**config.mk**
```make
export PLATFORM = sky130hd
export DESIGN_NAME = mem_port_arbiter
export DESIGN_NICKNAME = d
export VERILOG_FILES = /design/src/rtl/mem_port_arbiter.sv
export SDC_FILE = /design/constraint.sdc
export NUM_CORES = 1
export LEC_CHECK = 0
export BUFFER_PORTS_ARGS = -buffer_cell sky130_fd_sc_hd__buf_2
export CORE_AREA = 2 2 117 119
export CTS_BUF_LIST = sky130_fd_sc_hd__clkbuf_4
export DETAILED_ROUTE_END_ITERATION = 16
export DIE_AREA = 0 0 119 121
export PLACE_DENSITY = 0.49
export SLEW_MARGIN = 20
export SYNTH_ARGS = -nofsm -noshare
export SYNTH_HDL_FRONTEND = slang
export SYNTH_SLANG_ARGS = --single-unit
```
**constraint.sdc**
```tcl
create_clock -name clk -period 1.8 [get_ports clk]
set_input_delay 0 -clock clk [delete_from_list [all_inputs] [get_ports clk]]
set_output_delay 0 -clock clk [all_outputs]
set_load 0.05 [all_outputs]
```
**src/rtl/mem_port_arbiter.sv**
```systemverilog
// Two-requester (core / debug) arbiter for the single synchronous memory port.
// Optional anti-starvation counter enabled by defining ARB_FAIRNESS_EN.
module mem_port_arbiter #(
    parameter int ADDR_W   = 32,
    parameter int DATA_W   = 32,
    parameter int MAX_HOLD = 8
) (
    input  logic              clk,
    input  logic              resetn,
    input  logic              c_req,
    input  logic              c_we,
    input  logic [ADDR_W-1:0] c_addr,
    input  logic [DATA_W-1:0] c_wdata,
    output logic              c_gnt,
    output logic              c_rvalid,
    output logic [DATA_W-1:0] c_rdata,
    input  logic              d_req,
    input  logic              d_we,
    input  logic [ADDR_W-1:0] d_addr,
    input  logic [DATA_W-1:0] d_wdata,
    output logic              d_gnt,
    output logic              d_rvalid,
    output logic [DATA_W-1:0] d_rdata,
    output logic              mem_en,
    output logic              mem_we,
    output logic [ADDR_W-1:0] mem_addr,
    output logic [DATA_W-1:0] mem_wdata,
    input  logic [DATA_W-1:0] mem_rdata,
    output logic              busy
);

    typedef enum logic [1:0] {
        RSP_IDLE = 2'd0,
        RSP_CORE = 2'd1,
        RSP_DBG  = 2'd2
    } rsp_state_t;

    rsp_state_t rsp_state_r;
    logic       c_win_s;
    logic       d_win_s;
    logic       hold_hit_s;

    if (MAX_HOLD < 1) begin : g_bad_max_hold
        $error("mem_port_arbiter: MAX_HOLD must be at least 1");
    end

`ifdef ARB_FAIRNESS_EN
    localparam int               CNT_W    = $clog2(MAX_HOLD + 1);
    localparam logic [CNT_W-1:0] HOLD_MAX = CNT_W'(MAX_HOLD);
    localparam logic [CNT_W-1:0] CNT_ONE  = CNT_W'(1);

    logic [CNT_W-1:0] hold_cnt_r;

    assign hold_hit_s = (hold_cnt_r == HOLD_MAX);

    // Consecutive core wins while debug waits; any debug win or idle debug clears it.
    always_ff @(posedge clk or negedge resetn) begin
        if (!resetn) begin
            hold_cnt_r <= {CNT_W{1'b0}};
        end else if (d_win_s || !d_req) begin
            hold_cnt_r <= {CNT_W{1'b0}};
        end else if (c_win_s && !hold_hit_s) begin
            hold_cnt_r <= hold_cnt_r + CNT_ONE;
        end else begin
            hold_cnt_r <= hold_cnt_r;
        end
    end
`else
    assign hold_hit_s = 1'b0;
`endif

    // Grant decision; reset masks grants so nothing leaks out while resetn is low.
    always_comb begin
        c_win_s = 1'b0;
        d_win_s = 1'b0;
        if (resetn) begin
            case ({c_req, d_req})
                2'b10: c_win_s = 1'b1;
                2'b01: d_win_s = 1'b1;
                2'b11: begin
                    if (hold_hit_s) begin
                        d_win_s = 1'b1;
                    end else begin
                        c_win_s = 1'b1;
                    end
                end
                default: begin
                    c_win_s = 1'b0;
                    d_win_s = 1'b0;
                end
            endcase
        end else begin
            c_win_s = 1'b0;
            d_win_s = 1'b0;
        end
    end

    assign c_gnt  = c_win_s;
    assign d_gnt  = d_win_s;
    assign mem_en = c_win_s | d_win_s;

    // Memory request mux; an idle port presents all zeros.
    always_comb begin
        mem_we    = 1'b0;
        mem_addr  = {ADDR_W{1'b0}};
        mem_wdata = {DATA_W{1'b0}};
        if (d_win_s) begin
            mem_we    = d_we;
            mem_addr  = d_addr;
            mem_wdata = d_wdata;
        end else if (c_win_s) begin
            mem_we    = c_we;
            mem_addr  = c_addr;
            mem_wdata = c_wdata;
        end else begin
            mem_we    = 1'b0;
            mem_addr  = {ADDR_W{1'b0}};
            mem_wdata = {DATA_W{1'b0}};
        end
    end

    // Response owner reloaded every cycle from this cycle's grant, so reads pipeline.
    always_ff @(posedge clk or negedge resetn) begin
        if (!resetn) begin
            rsp_state_r <= RSP_IDLE;
            c_rvalid    <= 1'b0;
            d_rvalid    <= 1'b0;
            busy        <= 1'b0;
        end else if (c_win_s && !c_we) begin
            rsp_state_r <= RSP_CORE;
            c_rvalid    <= 1'b1;
            d_rvalid    <= 1'b0;
            busy        <= 1'b1;
        end else if (d_win_s && !d_we) begin
            rsp_state_r <= RSP_DBG;
            c_rvalid    <= 1'b0;
            d_rvalid    <= 1'b1;
            busy        <= 1'b1;
        end else begin
            rsp_state_r <= RSP_IDLE;
            c_rvalid    <= 1'b0;
            d_rvalid    <= 1'b0;
            busy        <= 1'b0;
        end
    end

    // Read data steered to the owner recorded in the response state.
    always_comb begin
        c_rdata = {DATA_W{1'b0}};
        d_rdata = {DATA_W{1'b0}};
        case (rsp_state_r)
            RSP_CORE: c_rdata = mem_rdata;
            RSP_DBG:  d_rdata = mem_rdata;
            default: begin
                c_rdata = {DATA_W{1'b0}};
                d_rdata = {DATA_W{1'b0}};
            end
        endcase
    end

endmodule

```
==> results of run 1 <==
flip-flops by register name, summed over array words and instances (netlist names):
register,cells
d_rvalid,1
rsp_state_r,1
busy,1
power by group:
part | total (mW) | internal (mW) | leakage (nW) | switching [mW]
clock network | 0.134 | 0.0981 | 0.0184 | 0.0356
logic | 0.992 | 0.321 | 1.78 | 0.671
registers | 0.0724 | 0.0706 | 0.0404 | 0.00186
total | 1.20 | 0.490 | 1.84 | 0.709
cell families after synthesis:
| family | count (synthesis) | synth area share [%] |
|---|---|---|
| compound gates | 67 | 48.27 |
| buf+inv | 30 | 14.09 |
| flops | 3 | 5.454 |
| simple gates | 71 | 32.18 |
area by class of cell:
type	count	area, um2
fill	1445	9983
antenna	1	2.502
timing repair buffer	308	1654
inverter	2	7.507
multi-input combinational	138	1112
sequential	3	75.07
clock buffer	4	30.03
tap	176	220.2
critical path, cell delays in order, from the launching register on:
cell and delay, ns:
dfrtp_1 0.36, nor2b_1 0.32, buf_4 0.29, and2_1 0.16
buf_2 0.26
worst paths after layout:
kind	from	endpoint	slack, ns	cells after the start
setup / recovery	d_rvalid$_DFF_PN0_	d_rdata[8]	0.17	4
hold / removal	resetn	rsp_state_r[0]$_DFF_PN0_	0.05	3
max in group asynchronous	resetn	d_rvalid$_DFF_PN0_	0.88	3
min in group asynchronous	resetn	busy$_DFF_PN0_	0.77	3
metrics by stage:
step / hold WS (ns) / cell area (um2) / utilization [%] / worst slack, ns / total power, mW
4_1_cts: 0.03851 / 3099 / 23.69 / 0.1461 / 1.214
2_1_floorplan: -0.2956 / 1376 / - / 0.2318 / 0.7232
5_1_grt: 0.04842 / 3099 / 23.69 / 0.04719 / 1.264
6_report: 0.04793 / 3102 / 23.70 / 0.1703 / 1.199
3_5_place_dp: 0.1931 / 3039 / 23.23 / 0.4028 / 1.066
3_3_place_gp: 0.1663 / 3039 / 23.23 / 0.4973 / 1.058
cells in the final DEF (no fill, tap or decap):
| cell | instances |
|---|---|
| dfrtp_1 | 3 |
| and2_1 | 64 |
| inv_2 | 1 |
| inv_1 | 1 |
| clkbuf_4 | 4 |
| dlygate4sd3_1 | 3 |
| nor2b_1 | 2 |
| buf_2 | 296 |
| o21a_1 | 1 |
| a32o_1 | 65 |
| nor2_1 | 2 |
| buf_4 | 3 |
| buf_12 | 6 |
| diode_2 | 1 |
| nor2b_4 | 1 |
| nand2_2 | 1 |
| nand3b_1 | 1 |
| o22ai_1 | 1 |
per-layer routing:
layer  wire, um  share of wire, %  vias up
met3        807               9.2       10
met5          0                 0        -
li1           -                 -     1253
met1       3333                38     1197
met4        106               1.2        0
met2       4572                52      196
==> results.md, run 1 <==
* Vias per inst at 4.203
* Vias at 2656
* Post-synthesis net count at 337
* Ports at 301
* Crit path launch type: flop
* Core Box Area at 13090 um2
* Mean post-synth cell area at 8.049 um2
* Status: finished, final reports clean
* GRT overflow at 0
* Most frequent cell after synthesis: a32o_1
* Critical Path RT at 1.80 ns
* Fraction of the yosys area taken by sequential cells at 5.455%
* GRT busiest layer: met2
* Row Count at 42
* RSZ-0062 raised after global routing: false
* Fraction of registers with async set/reset at 100.0%
* CP max FO at 27
* Post-CTS setup repair buffer count at 0
* Distinct cells, synth at 16
* Routing usage on met1 at 11.84%
* DR pass1 iterations at 5
* Leak pwr at 1.842 nW
* Measured slew at the worst slew-check pin at 0.6982 ns
* Commonest cells in the netlist: a32o_1, and2_1, clkbuf_1, buf_2, buf_6
* Cell accounting for the most synthesized area: a32o_1
* Clock Path Buffers at 2
* Num CTS Buffers at 3
* Sink Count at 3
* Cts hold-fix bufs at 3
* Finished Layout Cells at 632
* Fin crit share at 90.54%
* Die span in x at 119 um
* Final WL at 8.819 mm
* Peak VDD IR at 0.0001399 V
* Die footprint at 14400 um2
* Nature of the critical path endpoint: output pin
* DRC at 0
* Antenna-violating nets left at 0
* Max Cap Viol at 0
* CTS tree: yes
* GR Util met2 at 21.05%
* WL per Instance at 13.95 um
* Post-Syn Instances at 171
* CTS H-tree lvls at 1
* Final Critical Period at 1.630 ns
* Worst-path clk slew at 0.04 ns
* Synth Warn # at 0
* GRT Total Usage at 10.79%
* Initial Util at 10.52%
* Pwr/cell area at 386.4 nW/um2
* First-pass GRT wire length at 12.77 mm
* Height of the die at 121 um
* Synth Cell Area at 1376 um2
* # resized after CTS at 0
* Setup violations, final at 0
* Slew Viols, Final at 0
* Placed Instances at 624
* Root buf cell: clkbuf_4
* Arrival @ worst endpoint at 1.63 ns
* Grt met3 use at 2.444%
* Top FF cell, synth: dfrtp_1
* Slew margin rel. at 53.45%
* Share of the synthesized area in the top cell type at 47.27%
* I/O Buffers at 300
* Fin. Hold Viols at 0
* GP Congestion at 0.8092
* Setup TNS at 0 ns
* Worst Path Class, Setup: flop to output pin
* Final nets at 622
* Final HPWL DP at 7.472 mm
* Maximum clock frequency at 613.6 MHz
* Largest net degree at the start of global routing at 69
* P&R area growth vs syn at 125.4%
* Number of global-route vias before repair at 2557
* Number of flops mapped to enable cells by yosys at 0
* First DRT Iteration DRCs at 102
* Synthesized flop and latch total at 3
* Share of post-route cells with drive strength above 1 at 68.57%
* Hold crit path type: primary input to flop
* Largest cells by area after synthesis: a32o_1, and2_1, buf_6
* Antenna violations before repair at 1
Power figures use the tool's default switching activity.
==> run 2: changes to the inputs <==
--- a/config.mk
+++ b/config.mk
@@ -6,11 +6,13 @@
 export NUM_CORES = 1
 export LEC_CHECK = 0
 export BUFFER_PORTS_ARGS = -buffer_cell sky130_fd_sc_hd__buf_2
+export CAP_MARGIN = 30
 export CORE_AREA = 2 2 117 119
 export CTS_BUF_LIST = sky130_fd_sc_hd__clkbuf_4
 export DETAILED_ROUTE_END_ITERATION = 16
 export DIE_AREA = 0 0 119 121
 export PLACE_DENSITY = 0.49
+export SETUP_SLACK_MARGIN = 0.2
 export SLEW_MARGIN = 20
 export SYNTH_ARGS = -nofsm -noshare
 export SYNTH_HDL_FRONTEND = slang
==> run 2 against run 1 <==
Net effect: non-clock buffer count unchanged; routed wire length is 0.14% higher; cell area up 0.40%; global-route usage did not move; total power increased by 0.18%; sequential share of layout area hardly changed; utilization up 0.096 points; first-iteration DRC count decreased by 2.0%; critical path depth unchanged; final cell count unchanged; worst hold slack is essentially flat; clock power barely moved; critical endpoint unchanged; largest cell class unchanged; highest routed layer unchanged.
==> results.md, run 2 (synthesis gave the netlist of run 1 again) <==
* Status: finished, final reports clean
* CP endpoint: d_rdata[8]
* Setup TNS at 0 ns (unchanged)
* WL per Instance at 13.97 um (+0.14%)
* Ports at 301 (unchanged)
* Hold crit path type: primary input to flop
* CTS H-tree lvls at 1 (unchanged)
* Core Box Area at 13090 um2 (unchanged)
* Final HPWL DP at 7.472 mm (unchanged)
* Die span in x at 119 um (unchanged)
* CTS tree: yes
* Top Registers: busy (1), d_rvalid (1), rsp_state_r (1)
* Sink Count at 3 (unchanged)
* First DRT Iteration DRCs at 100 (-2.0%)
* DRC at 0 (unchanged)
* Antenna-violating nets left at 0 (unchanged)
* Num CTS Buffers at 3 (unchanged)
* Nature of the critical path endpoint: output pin
* Vias per inst at 4.222 (+0.45%)
* First-pass GRT wire length at 12.77 mm (about the same)
* Final Critical Period at 1.503 ns (-0.1264 ns)
* Slew margin rel. at 53.48% (about the same)
* Critical Path RT at 1.80 ns (about the same)
* Initial Util at 10.52% (unchanged)
* GRT overflow at 0 (unchanged)
* Hold Path Stages at 3 (unchanged)
* Worst Path Class, Setup: flop to output pin
* CP max FO at 27 (unchanged)
* Hold_ws at 0.04793 ns (-0.0000007000 ns)
* Clock Path Buffers at 2 (unchanged)
* Multi-input logic area at 1117 um2 (+0.45%)
* Final WL at 8.831 mm (+0.14%)
* GRT Total Usage at 10.79% (unchanged)
* Max Cap Viol at 0 (unchanged)
* Antenna violations before repair at 1 (unchanged)
* Peak VDD IR at 0.0001405 V (+0.44%)
* Fin crit share at 83.52% (-7.0 points)
* P&R area growth vs syn at 126.3%
* Row Count at 42 (unchanged)
* Slew Viols, Final at 0 (unchanged)
* Worst-path clk slew at 0.04 ns (about the same)
* Largest net degree at the start of global routing at 69 (unchanged)
* Die footprint at 14400 um2 (unchanged)
* Arrival @ worst endpoint at 1.50 ns (-0.13 ns)
* GP Congestion at 0.8092 (unchanged)
* Worst Setup SP: d_rvalid$_DFF_PN0_
* FILL cells at 1444 (-0.069%)
* Register area at 75.07 um2 (unchanged)
* Setup violations, final at 0 (unchanged)
* Vias at 2668 (+0.45%)
* Leak pwr at 1.843 nW (+0.10%)
* Commonest cells after routing, fill and taps aside: buf_2, a32o_1, and2_1
* Fin. Hold Viols at 0 (unchanged)
* RSZ-0062 raised after global routing: false
* DR pass1 iterations at 5 (unchanged)
* I/O Buffers at 300 (unchanged)
* Measured slew at the worst slew-check pin at 0.6978 ns (-0.0004376 ns)
* Crit path launch type: flop
* Share of post-route cells with drive strength above 1 at 69.01% (+0.44 points)
* Final nets at 622 (unchanged)
* Number of global-route vias before repair at 2557 (unchanged)
* Height of the die at 121 um (unchanged)
* Root buf cell: clkbuf_4
* Pwr/cell area at 385.6 nW/um2 (-0.22%)
* Commonest non-fill, non-tap cell in the layout: buf_2
* Maximum clock frequency at 665.2 MHz (+8.4%)
==> run 2: layout make-up <==
cell class / count / area share (%)
diodes: 1 / 0.08035
clock buffers: 4 / 0.9642
inverters: 2 / 0.2411
multi-input cells: 138 / 35.88
flip-flops and latches: 3 / 2.411
well taps: 176 / 7.071
repair buffers: 308 / 53.35
==> run 2: how the worst min path moves through the flow <==
stage | from | to
after global routing | resetn | rsp_state_r[0]$_DFF_PN0_
after detailed placement | resetn | busy$_DFF_PN0_
after global placement | resetn | busy$_DFF_PN0_
final | resetn | rsp_state_r[0]$_DFF_PN0_
after floorplan | resetn | busy$_DFF_PN0_
after CTS | resetn | rsp_state_r[0]$_DFF_PN0_
==> run 2: critical path, cell delays in order (launching register included) <==
cell,delay [ns]
dfrtp_1,0.38
nor2b_2,0.27
buf_6,0.21
and2_1,0.15
buf_2,0.26
==> run 2: timing repair <==
action / 4_1_cts / 5_1_grt
gates resized for setup: 3 / 1
hold endpoints to repair: 6 / 0
setup endpoints to repair: 54 / 27
hold buffers: 3 / 0
buffers inserted: 0 / 0
==> run 2: routing by layer <==
metal | vias to the layer above | track usage [%] | wire (um)
met3 | 10 | 2.444 | 816
met1 | 1206 | 11.84 | 3336
met2 | 199 | 21.05 | 4571
met4 | 0 | 2.232 | 106
li1 | 1253 | - | -
met5 | - | 0 | 0
==> run 2: per-stage QoR <==
step / setup WS (ns) / std cells / total power [mW] / cell area (um2) / utilization (%)
after floorplan: 0.2318 / 171 / 0.7232 / 1376 / -
after global placement: 0.4973 / 624 / 1.058 / 3039 / 23.23
after detailed placement: 0.4028 / 624 / 1.066 / 3039 / 23.23
after CTS: 0.2349 / 631 / 1.216 / 3108 / 23.75
after global routing: 0.2019 / 631 / 1.266 / 3112 / 23.78
final: 0.2967 / 632 / 1.201 / 3114 / 23.80
==> run 2: report_power, final <==
group | total (mW) | switching, mW | internal (mW) | leakage [nW]
Sequential | 0.0727 | 0.00215 | 0.0706 | 0.0404
Combinational | 0.994 | 0.672 | 0.323 | 1.78
Clock | 0.134 | 0.0356 | 0.0981 | 0.0184
Total | 1.20 | 0.709 | 0.491 | 1.84
